[config.mk]
export PLATFORM = sky130hd
export DESIGN_NAME = branch_predictor_flat
export DESIGN_NICKNAME = d
export VERILOG_FILES = /design/src/rtl/bp_pkg.sv /design/src/rtl/branch_predictor_if.sv /design/src/rtl/bp_btb.sv /design/src/rtl/branch_predictor.sv /design/src/flat_wrapper.sv
export SDC_FILE = /design/constraint.sdc
export NUM_CORES = 1
export LEC_CHECK = 0
export CORE_MARGIN = 10
export CORE_UTILIZATION = 60
export DETAILED_ROUTE_END_ITERATION = 7
export GPL_TIMING_DRIVEN = 0
export PLACE_DENSITY_LB_ADDON = 0.1
export REMOVE_ABC_BUFFERS = 1
export SLEW_MARGIN = 30
export SYNTH_ARGS = -nofsm -noshare
export SYNTH_HDL_FRONTEND = slang
export SYNTH_HIERARCHICAL = 1
export SYNTH_SLANG_ARGS = --single-unit
[constraint.sdc]
create_clock -name clk -period 7.1 [get_ports clk]
set_input_delay 0.71 -clock clk [delete_from_list [all_inputs] [get_ports clk]]
set_output_delay 0.71 -clock clk [all_outputs]
set_load 0.02 [all_outputs]
[src/rtl/bp_pkg.sv]
// Shared types and helpers for the branch predictor: counter encodings,
// PC constants and table index/tag width helpers.
package bp_pkg;

  localparam int XLEN = 32;
  localparam logic [XLEN-1:0] PC_STEP = 32'd4;

  typedef enum logic [1:0] {
    SNT = 2'b00,
    WNT = 2'b01,
    WT  = 2'b10,
    ST  = 2'b11
  } ctr_e;

  function automatic int idx_w(input int entries);
    return $clog2(entries);
  endfunction

  // Tag covers everything above the index and the 2-bit word offset.
  function automatic int tag_w(input int entries);
    return XLEN - $clog2(entries) - 2;
  endfunction

  function automatic ctr_e ctr_next(input ctr_e c, input logic taken);
    ctr_e n;
    n = c;
    if (taken) begin
      if (c != ST) n = ctr_e'(c + 2'd1);
    end else begin
      if (c != SNT) n = ctr_e'(c - 2'd1);
    end
    return n;
  endfunction

endpackage

[src/rtl/branch_predictor_if.sv]
// Fetch/execute-side bundle of the branch predictor. Prediction is
// combinational on if_pc; the ex_* group is a one-cycle strobe (ex_valid,
// no ready) and mispredict/redirect_pc answer it exactly one cycle later.
interface branch_predictor_if;
  import bp_pkg::*;

  logic [XLEN-1:0] if_pc;
  logic            pred_taken;
  logic [XLEN-1:0] pred_target;
  logic            ex_valid;
  logic [XLEN-1:0] ex_pc;
  logic            ex_taken;
  logic [XLEN-1:0] ex_target;
  logic            ex_pred_taken;
  logic [XLEN-1:0] ex_pred_target;
  logic            mispredict;
  logic [XLEN-1:0] redirect_pc;
  logic [XLEN-1:0] perf_branches;
  logic [XLEN-1:0] perf_mispred;

  modport master (
    output if_pc, ex_valid, ex_pc, ex_taken, ex_target, ex_pred_taken, ex_pred_target,
    input  pred_taken, pred_target, mispredict, redirect_pc, perf_branches, perf_mispred
  );

  modport slave (
    input  if_pc, ex_valid, ex_pc, ex_taken, ex_target, ex_pred_taken, ex_pred_target,
    output pred_taken, pred_target, mispredict, redirect_pc, perf_branches, perf_mispred
  );

endinterface

[src/rtl/bp_btb.sv]
// Direct-mapped branch target buffer: valid/tag/target per entry, read
// combinationally, written on taken resolves. Ports carry word addresses (pc[31:2]).
module bp_btb
  import bp_pkg::*;
#(
  parameter int ENTRIES = 16
) (
  input  logic            clk,
  input  logic            rst,
  input  logic [XLEN-3:0] i_rd_wpc,
  output logic            o_hit,
  output logic [XLEN-1:0] o_target,
  input  logic            i_wr_en,
  input  logic [XLEN-3:0] i_wr_wpc,
  input  logic [XLEN-1:0] i_wr_target
);

  localparam int IW = idx_w(ENTRIES);
  localparam int TW = tag_w(ENTRIES);

  logic [ENTRIES-1:0] r_valid;
  logic [TW-1:0]      r_tag    [ENTRIES];
  logic [XLEN-1:0]    r_target [ENTRIES];

  logic [IW-1:0] w_rd_idx;
  logic [IW-1:0] w_wr_idx;
  logic [TW-1:0] w_rd_tag;
  logic [TW-1:0] w_wr_tag;

  assign w_rd_idx = i_rd_wpc[IW-1:0];
  assign w_rd_tag = i_rd_wpc[XLEN-3:IW];
  assign w_wr_idx = i_wr_wpc[IW-1:0];
  assign w_wr_tag = i_wr_wpc[XLEN-3:IW];

  // Only valid bits need reset; tag/target are don't-care while invalid.
  always_ff @(posedge clk) begin
    if (rst) begin
      r_valid <= '0;
    end else if (i_wr_en) begin
      r_valid[w_wr_idx]  <= 1'b1;
      r_tag[w_wr_idx]    <= w_wr_tag;
      r_target[w_wr_idx] <= i_wr_target;
    end
  end

  assign o_hit    = r_valid[w_rd_idx] && (r_tag[w_rd_idx] == w_rd_tag);
  assign o_target = r_target[w_rd_idx];

endmodule

[src/rtl/branch_predictor.sv]
// Bimodal branch predictor: 2-bit counter BHT plus direct-mapped BTB, with a
// registered mispredict/redirect path. Define BP_PERF_EN to get perf counters.
module branch_predictor
  import bp_pkg::*;
#(
  parameter int BHT_ENTRIES = 64,
  parameter int BTB_ENTRIES = 16
) (
  input  logic               clk,
  input  logic               rst,
  branch_predictor_if.slave  bus
);

  localparam int BIW = idx_w(BHT_ENTRIES);

  ctr_e            r_bht [BHT_ENTRIES];
  logic            r_mispredict;
  logic [XLEN-1:0] r_redirect_pc;

  logic [BIW-1:0]  w_rd_bidx;
  logic [BIW-1:0]  w_wr_bidx;
  ctr_e            w_rd_ctr;
  logic            w_btb_hit;
  logic [XLEN-1:0] w_btb_target;
  logic            w_pred_taken;
  logic            w_mispred;
  logic [XLEN-1:0] w_fix_pc;

  assign w_rd_bidx = bus.if_pc[BIW+1:2];
  assign w_wr_bidx = bus.ex_pc[BIW+1:2];
  assign w_rd_ctr  = r_bht[w_rd_bidx];

  bp_btb #(.ENTRIES(BTB_ENTRIES)) u_btb (
    .clk         (clk),
    .rst         (rst),
    .i_rd_wpc    (bus.if_pc[XLEN-1:2]),
    .o_hit       (w_btb_hit),
    .o_target    (w_btb_target),
    .i_wr_en     (bus.ex_valid && bus.ex_taken),
    .i_wr_wpc    (bus.ex_pc[XLEN-1:2]),
    .i_wr_target (bus.ex_target)
  );

  // Gated by rst so fetch sees fall-through while tables are being cleared.
  assign w_pred_taken = !rst && w_btb_hit && ((w_rd_ctr == WT) || (w_rd_ctr == ST));

  assign bus.pred_taken  = w_pred_taken;
  assign bus.pred_target = w_pred_taken ? w_btb_target : bus.if_pc + PC_STEP;

  assign w_mispred = bus.ex_valid &&
                     ((bus.ex_taken != bus.ex_pred_taken) ||
                      (bus.ex_taken && (bus.ex_target != bus.ex_pred_target)));
  assign w_fix_pc  = bus.ex_taken ? bus.ex_target : bus.ex_pc + PC_STEP;

  always_ff @(posedge clk) begin
    if (rst) begin
      for (int i = 0; i < BHT_ENTRIES; i++) r_bht[i] <= WNT;
    end else if (bus.ex_valid) begin
      r_bht[w_wr_bidx] <= ctr_next(r_bht[w_wr_bidx], bus.ex_taken);
    end
  end

  // redirect_pc is only loaded on a mispredict so it holds between flushes.
  always_ff @(posedge clk) begin
    if (rst) begin
      r_mispredict  <= 1'b0;
      r_redirect_pc <= '0;
    end else begin
      r_mispredict <= w_mispred;
      if (w_mispred) r_redirect_pc <= w_fix_pc;
    end
  end

  assign bus.mispredict  = r_mispredict;
  assign bus.redirect_pc = r_redirect_pc;

`ifdef BP_PERF_EN
  logic [XLEN-1:0] r_perf_branches;
  logic [XLEN-1:0] r_perf_mispred;

  always_ff @(posedge clk) begin
    if (rst) begin
      r_perf_branches <= '0;
      r_perf_mispred  <= '0;
    end else begin
      if (bus.ex_valid) r_perf_branches <= r_perf_branches + 32'd1;
      if (w_mispred)    r_perf_mispred  <= r_perf_mispred + 32'd1;
    end
  end

  assign bus.perf_branches = r_perf_branches;
  assign bus.perf_mispred  = r_perf_mispred;
`else
  assign bus.perf_branches = '0;
  assign bus.perf_mispred  = '0;
`endif

endmodule

[src/flat_wrapper.sv]
// flat-port wrapper written by rule: the top's interface ports become plain ports
module branch_predictor_flat import bp_pkg::*;
#(
  parameter int BHT_ENTRIES = 64,
  parameter int BTB_ENTRIES = 16
)
  (clk, rst, bus_if_pc, bus_ex_valid, bus_ex_pc, bus_ex_taken, bus_ex_target, bus_ex_pred_taken, bus_ex_pred_target, bus_pred_taken, bus_pred_target, bus_mispredict, bus_redirect_pc, bus_perf_branches, bus_perf_mispred);
  branch_predictor_if bus_i ();
  input  logic clk;
  input  logic rst;
  input wire logic [$bits(bus_i.if_pc)-1:0] bus_if_pc;
  input wire logic [$bits(bus_i.ex_valid)-1:0] bus_ex_valid;
  input wire logic [$bits(bus_i.ex_pc)-1:0] bus_ex_pc;
  input wire logic [$bits(bus_i.ex_taken)-1:0] bus_ex_taken;
  input wire logic [$bits(bus_i.ex_target)-1:0] bus_ex_target;
  input wire logic [$bits(bus_i.ex_pred_taken)-1:0] bus_ex_pred_taken;
  input wire logic [$bits(bus_i.ex_pred_target)-1:0] bus_ex_pred_target;
  output wire logic [$bits(bus_i.pred_taken)-1:0] bus_pred_taken;
  output wire logic [$bits(bus_i.pred_target)-1:0] bus_pred_target;
  output wire logic [$bits(bus_i.mispredict)-1:0] bus_mispredict;
  output wire logic [$bits(bus_i.redirect_pc)-1:0] bus_redirect_pc;
  output wire logic [$bits(bus_i.perf_branches)-1:0] bus_perf_branches;
  output wire logic [$bits(bus_i.perf_mispred)-1:0] bus_perf_mispred;
  assign bus_i.if_pc = bus_if_pc;
  assign bus_i.ex_valid = bus_ex_valid;
  assign bus_i.ex_pc = bus_ex_pc;
  assign bus_i.ex_taken = bus_ex_taken;
  assign bus_i.ex_target = bus_ex_target;
  assign bus_i.ex_pred_taken = bus_ex_pred_taken;
  assign bus_i.ex_pred_target = bus_ex_pred_target;
  assign bus_pred_taken = bus_i.pred_taken;
  assign bus_pred_target = bus_i.pred_target;
  assign bus_mispredict = bus_i.mispredict;
  assign bus_redirect_pc = bus_i.redirect_pc;
  assign bus_perf_branches = bus_i.perf_branches;
  assign bus_perf_mispred = bus_i.perf_mispred;
  branch_predictor #(.BHT_ENTRIES(BHT_ENTRIES), .BTB_ENTRIES(BTB_ENTRIES)) u_core (.clk(clk), .rst(rst), .bus(bus_i));
endmodule
# After elaboration in Yosys (flattened, before gate mapping)
# Memories as Yosys holds them, arrays and structs flattened.
# Index checks and enable logic that the tools add are counted.
word_totals:
  register_bits: 49
  mem_bits_rw: 1056
  input_bits: 133
  n_memories: 3
classes:
  addsub: 4
  magnitude_cmp: 3
  eq_ne: 6
  mux: 22
  bitwise_logic: 1
  reduce_logical: 12
mem_list:
  columns: ["name", "depth", "width", "read_ports", "rd_clocked_by_memory_dff", "wr", "line", "source"]
  rows:
  - ["u_core.u_btb.r_target", 16, 32, 1, 0, 1, "bp_btb.sv:23", "logic [XLEN-1:0] r_target [ENTRIES];"]
  - ["u_core.u_btb.r_tag", 16, 26, 1, 0, 1, "bp_btb.sv:22", "logic [TW-1:0] r_tag [ENTRIES];"]
  - ["u_core.r_bht", 64, 2, 2, 0, 64, "branch_predictor.sv:16", "ctr_e r_bht [BHT_ENTRIES];"]
ops:
  columns: ["operator", "n"]
  rows:
  - ["adder 32 x 3 -> 32 bit, second input constant", 2]
  - ["two-way mux 32 bit", 2]
  - ["inequality test 32 bit", 1]
  - ["== test 26 bit", 1]
  - ["bitwise OR 16 bit", 1]
  - ["two-way mux 2 bit", 6]
  - ["two-way mux 1 bit", 11]
  - ["< comparator 4 x 5 -> 1 bit, second input constant", 2]
  - ["logical AND 1 bit", 7]
  - ["two-way mux 6 bit", 1]
  - ["binary-select mux 1 bit (select 4 bit)", 1]
  - ["demux 1 bit (select 4 bit)", 1]
  - ["== test 2 bit, second input constant", 2]
  - ["greater-or-equal comparator 4 x 1 -> 1 bit, second input constant", 1]
  - ["adder 2 x 1 -> 2 bit, second input constant", 1]
  - ["logical OR 1 bit", 2]
  - ["inequality test 2 bit, second input constant", 1]
  - ["nonzero test 2 bit", 1]
  - ["OR reduction 2 bit", 1]
  - ["subtractor 2 x 1 -> 2 bit, second input constant", 1]
  - ["zero test 1 bit", 1]
  - ["inequality test 1 bit", 1]

# Logic depth before layout (Yosys ltp)
# An unclocked memory read counts as a cell.
depth:
  ltp_word: 7
  ltp_mapped: 15
  depth_no_buf: 10

# Modules after synthesis
# Netlist, hierarchy kept.
modules_own_cells:
  columns: ["module", "instances", "cells_per_inst", "area_per_inst_um2"]
  rows:
  - ["bp_btb", 1, 1507, 36169.7]
  - ["branch_predictor", 1, 1101, 10949.3]

# Worst setup path after synthesis
# OpenSTA, ideal clock, no wires.
synth_timing:
  path_kind: "input port to flip-flop"
  from: "input port bus_ex_taken"
  to: "memory u_core/u_btb/r_tag[0][0] in the netlist's numbering, enable pin"
  setup_ns: 0.548
  arrival_time_ns: 5.816
  required_time_ns: 6.552
  slack_ns: 0.736
  path_stages: 6
  path_buffers: 2
  cell_sequence: "clkbuf_1 -> clkbuf_1 -> and2_1 -> nand2_1 -> or3_1 -> nor3_1"
synth_between:
  elab_chain_len: 4
synth_lines:
  columns: ["element", "line", "source"]
  rows:
  - ["start: declaration", "flat_wrapper.sv:14", "input wire logic [$bits(bus_i.ex_taken)-1:0] bus_ex_taken;"]
  - ["logical AND 1 bit", "branch_predictor.sv:39", ".i_wr_en (bus.ex_valid && bus.ex_taken),"]
  - ["two-way mux 1 bit", "bp_btb.sv:39", "end else if (i_wr_en) begin"]
  - ["two-way mux 1 bit", "bp_btb.sv:37", "if (rst) begin"]
  - ["two-way mux 1 bit (implied by the code)", "bp_btb.sv:41", "r_tag[w_wr_idx] <= w_wr_tag;"]
  - ["end: declaration", "bp_btb.sv:22", null]
# Every way passes these cells.

# Final worst setup path
layout_timing:
  from: "input port bus_if_pc[2]"
  to: "output port bus_pred_target[18]"
layout_between:
  elab_chain_len: 6
  word_cells_on_any_way: 14
layout_lines:
  columns: ["element", "line", "source"]
  rows:
  - ["start: declaration", "flat_wrapper.sv:11", "input wire logic [$bits(bus_i.if_pc)-1:0] bus_if_pc;"]
  - ["memory read (16 x 26 bit) or binary-select mux 1 bit (select 4 bit) (tied branches)", null, null]
  - ["== test 26 bit or two-way mux 1 bit (tied branches)", "bp_btb.sv:46", "assign o_hit = r_valid[w_rd_idx] && (r_tag[w_rd_idx] == w_rd_tag);"]
  - ["logical AND 1 bit (*)", "bp_btb.sv:46", null]
  - ["named net u_core.w_btb_hit", "branch_predictor.sv:23", "logic w_btb_hit;"]
  - ["logical AND 1 bit (*) (2 in series)", "branch_predictor.sv:45", "assign w_pred_taken = !rst && w_btb_hit && ((w_rd_ctr == WT) || (w_rd_ctr == ST));"]
  - ["two-way mux 32 bit (*)", "branch_predictor.sv:48", "assign bus.pred_target = w_pred_taken ? w_btb_target : bus.if_pc + PC_STEP;"]
  - ["end: declaration", "flat_wrapper.sv:19", "output wire logic [$bits(bus_i.pred_target)-1:0] bus_pred_target;"]
# Mark *: on every way through the listed nets, which the timed path passes. The rest lies on a longest branch. The select of a mux whose other input is x is not followed.

==> results.yml <==
sta:
  slew_headroom_pct: 28.2
  hold_viol: 0
  fin_crit_sh_pct: 95.9
  rsz0062_at_grt: "no"
  worst_slew_pin_slew_ns: 1.07
  fin_worst_skew_ns: 0.00900
  setup_slack_ns: 0.291
  final_max_slew_viol_count: 0
  finalSetupViolCount: 0
  min_period_ns: 6.81
  fmax_mhz: 147
cells_and_area:
  area.growth.synth_to_final_pct: 17.8
  design_area_um2: 55500
  drive_above_1_share_pct: 23.5
  fin_nets: 3028
synth:
  synth_most_common_cell: "edfxtp_1"
  synth_top_area_cell: "edfxtp_1"
  synth_area_um2: 47100
  synth.distinct_cells: 68
  synth_ff_type: "edfxtp_1"
  syn_inst: 2608
  synth_common_cells: "edfxtp_1, mux4_2, nand2_1"
  ys_ff_latch: 1105
  synth_top_cell_area_share_pct: 67.3
  ys_seq_area_share_pct: 69.4
  avgSynthCellArea_um2: 18.1
  ys_warn_count: 6
  synth-async-reset-ratio_pct: 0
  synth_area_leaders: "edfxtp_1, mux4_2, dfxtp_1, mux2i_1, xnor2_1"
  synth-edff-count: 1056
critical_path:
  r2r_cells: 7
  cp-end-kind: "output port"
  r2r-start: "u_core/r_bht[42][1]"
  crit_path_start_kind: "input pin"
  required_ns: 6.39
  r2r-end: "u_core/r_bht[57][0]"
  arrival_ns: 6.10
  rrSetupSlack_ns: 3.74
  crit_end: "bus_pred_target[18]"
  path_class: "input pin to output port"
  crit_start: "bus_if_pc[2]"
  cp_max_fo: 47
pwr:
  power.total_mw: 14.0
  ir_worst_vdd_uv: 196
  p_per_area_nw_per_um2: 252
  p_leak_nw: 18.2
floorplan:
  core_um2: 77600
  rows: 102
  ioPinCount: 263
  dieArea_um2: 90100
  die_w_um: 300
  start_util_pct: 60.7
  die_h_um: 300
clock_network:
  cts.path.max_buffers: 3
  cts_sinks: 1105
  clkLatencyLatePin_ns: 0.66
  cts_tree: "built"
  clkTransAtPathRegs_ns: 0.06
  cts_max_level: 3
  cts.root.buffer_cell: "clkbuf_16"
  numCtsBuffers: 109
  hold_buffers: 0
placed_design:
  place_congestion: 0.858
  pre_cts_slack_ns: -0.451
  dp_hpwl_um: 84700
  port_buffers: 198
  dpl_cell_area_um2: 51900
route:
  avgRoutedWirePerCell_um: 32.2
  vias: 27000
  ant_nets: 0
  dr.pass1.iters: 8
  drcViolationCount: 0
  vias_per_cell: 6.72
  drt_iter0_markers: 3378
  drt_wl_total_um: 129000
global_route:
  gr-total-overflow: 0
  grt_max_degree: 80
  antenna_found_initial: 9
  grt_first_pass_wirelength_um: 187000
  grt_usage_pct: 28.4
  grt_pass1_vias: 27100
job:
  drv_cap: 0
worst_hold_path:
  min_path_type: "input pin to flop"
  hold_depth: 2
status:
  status: "complete, no violations"
state kept, by name (all words and copies together) (netlist names):
signal / count
u_core/r_bht: 128
u_core/bus.redirect_pc: 32
u_core/u_btb/r_tag: 416
u_core/bus.mispredict: 1
u_core/u_btb/r_target: 512
u_core/u_btb/r_valid: 16
through the flow:
stage / std cells / hold slack, ns / setup TNS, ns / util (%)
after floorplan: 2444 / 0.421 / 0 / -
after global routing: 4022 / 0.383 / 0 / 71.5
after CTS: 4017 / 0.355 / 0 / 71.5
final: 4024 / 0.378 / 0 / 71.5
after detailed placement: 3816 / 0.439 / -7.28 / 66.9
after global placement: 3682 / 0.427 / -6279.56 / 63.6
worst min path at each step:
| stage | from | to |
|---|---|---|
| finish | rst | u_core/bus.redirect_pc[29] |
| global route | rst | u_core/bus.redirect_pc[29] |
| CTS | rst | u_core/bus.redirect_pc[5] |
| detailed placement | u_core/u_btb/r_valid[12] | u_core/u_btb/r_valid[12] |
| global placement | u_core/u_btb/r_valid[4] | u_core/u_btb/r_valid[4] |
| floorplan | u_core/u_btb/r_valid[14] | u_core/u_btb/r_valid[14] |
power by group:
part,switching (mW),internal [mW],total (mW)
logic,0.673,0.456,1.13
registers,0.0278,7.20,7.23
clock network,2.39,3.25,5.65
worst max-delay path: stages:
cell and delay (ns):
buf_12 0.32, buf_16 0.30, buf_16 0.26, buf_16 0.26, mux4_2 0.53, mux2i_1 0.35
o21ai_0 0.17, or3_1 0.37, a2111oi_2 0.40, and4_1 0.33, nor2b_1 0.18, nand4_1 0.29
buf_6 0.27, buf_6 0.16, buf_6 0.15, mux2_2 0.26, clkdlybuf4s50_1 0.62
cell families after synthesis:
| logic type | Yosys count | synth area share [%] |
|---|---|---|
| other | 1 | 0.00796 |
| buffers and inverters | 247 | 2.94 |
| and+or+nand+nor | 519 | 5.45 |
| adders and majority gates | 4 | 0.0982 |
| DFF | 1105 | 69.4 |
| xor gates and xnor gates | 121 | 2.25 |
| AOI/OAI and AO/OA | 183 | 2.73 |
| muxes | 428 | 17.2 |
metal layers:
metal | GRT usage (%) | share of wire (%)
met3 | 4.71 | 9.2
met5 | 0 | 0.057
met1 | 39.2 | 38
met4 | 8.79 | 3.0
met2 | 46.3 | 50
cell type report:
type,count,area (um^2)
Fill cell,4773,22100
Multi-Input combinational cell,1319,13500
Timing Repair Buffer,338,4510
Clock buffer,137,2920
Antenna cell,3,7.51
Tap cell,1040,1300
Inverter,20,80.1
Clock inverter,62,544
Sequential cell,1105,32700
cell usage in the layout (no fill, tap or decap), types with 63 or more instances in the layout:
| cell | n |
|---|---|
| nor2_1 | 92 |
| conb_1 | 64 |
| mux2i_1 | 86 |
| nand3_1 | 83 |
| buf_16 | 63 |
| edfxtp_1 | 1056 |
| clkbuf_16 | 113 |
| nand2_1 | 116 |
| xnor2_1 | 67 |
| mux4_2 | 298 |
| clkdlybuf4s50_1 | 186 |
what timing repair did:
action	in CTS	in global routing
buffers inserted	0	3
setup endpoints to repair	31	18
resized for setup	2	1
gates cloned	2	1
(Power assumes the default switching activity.)
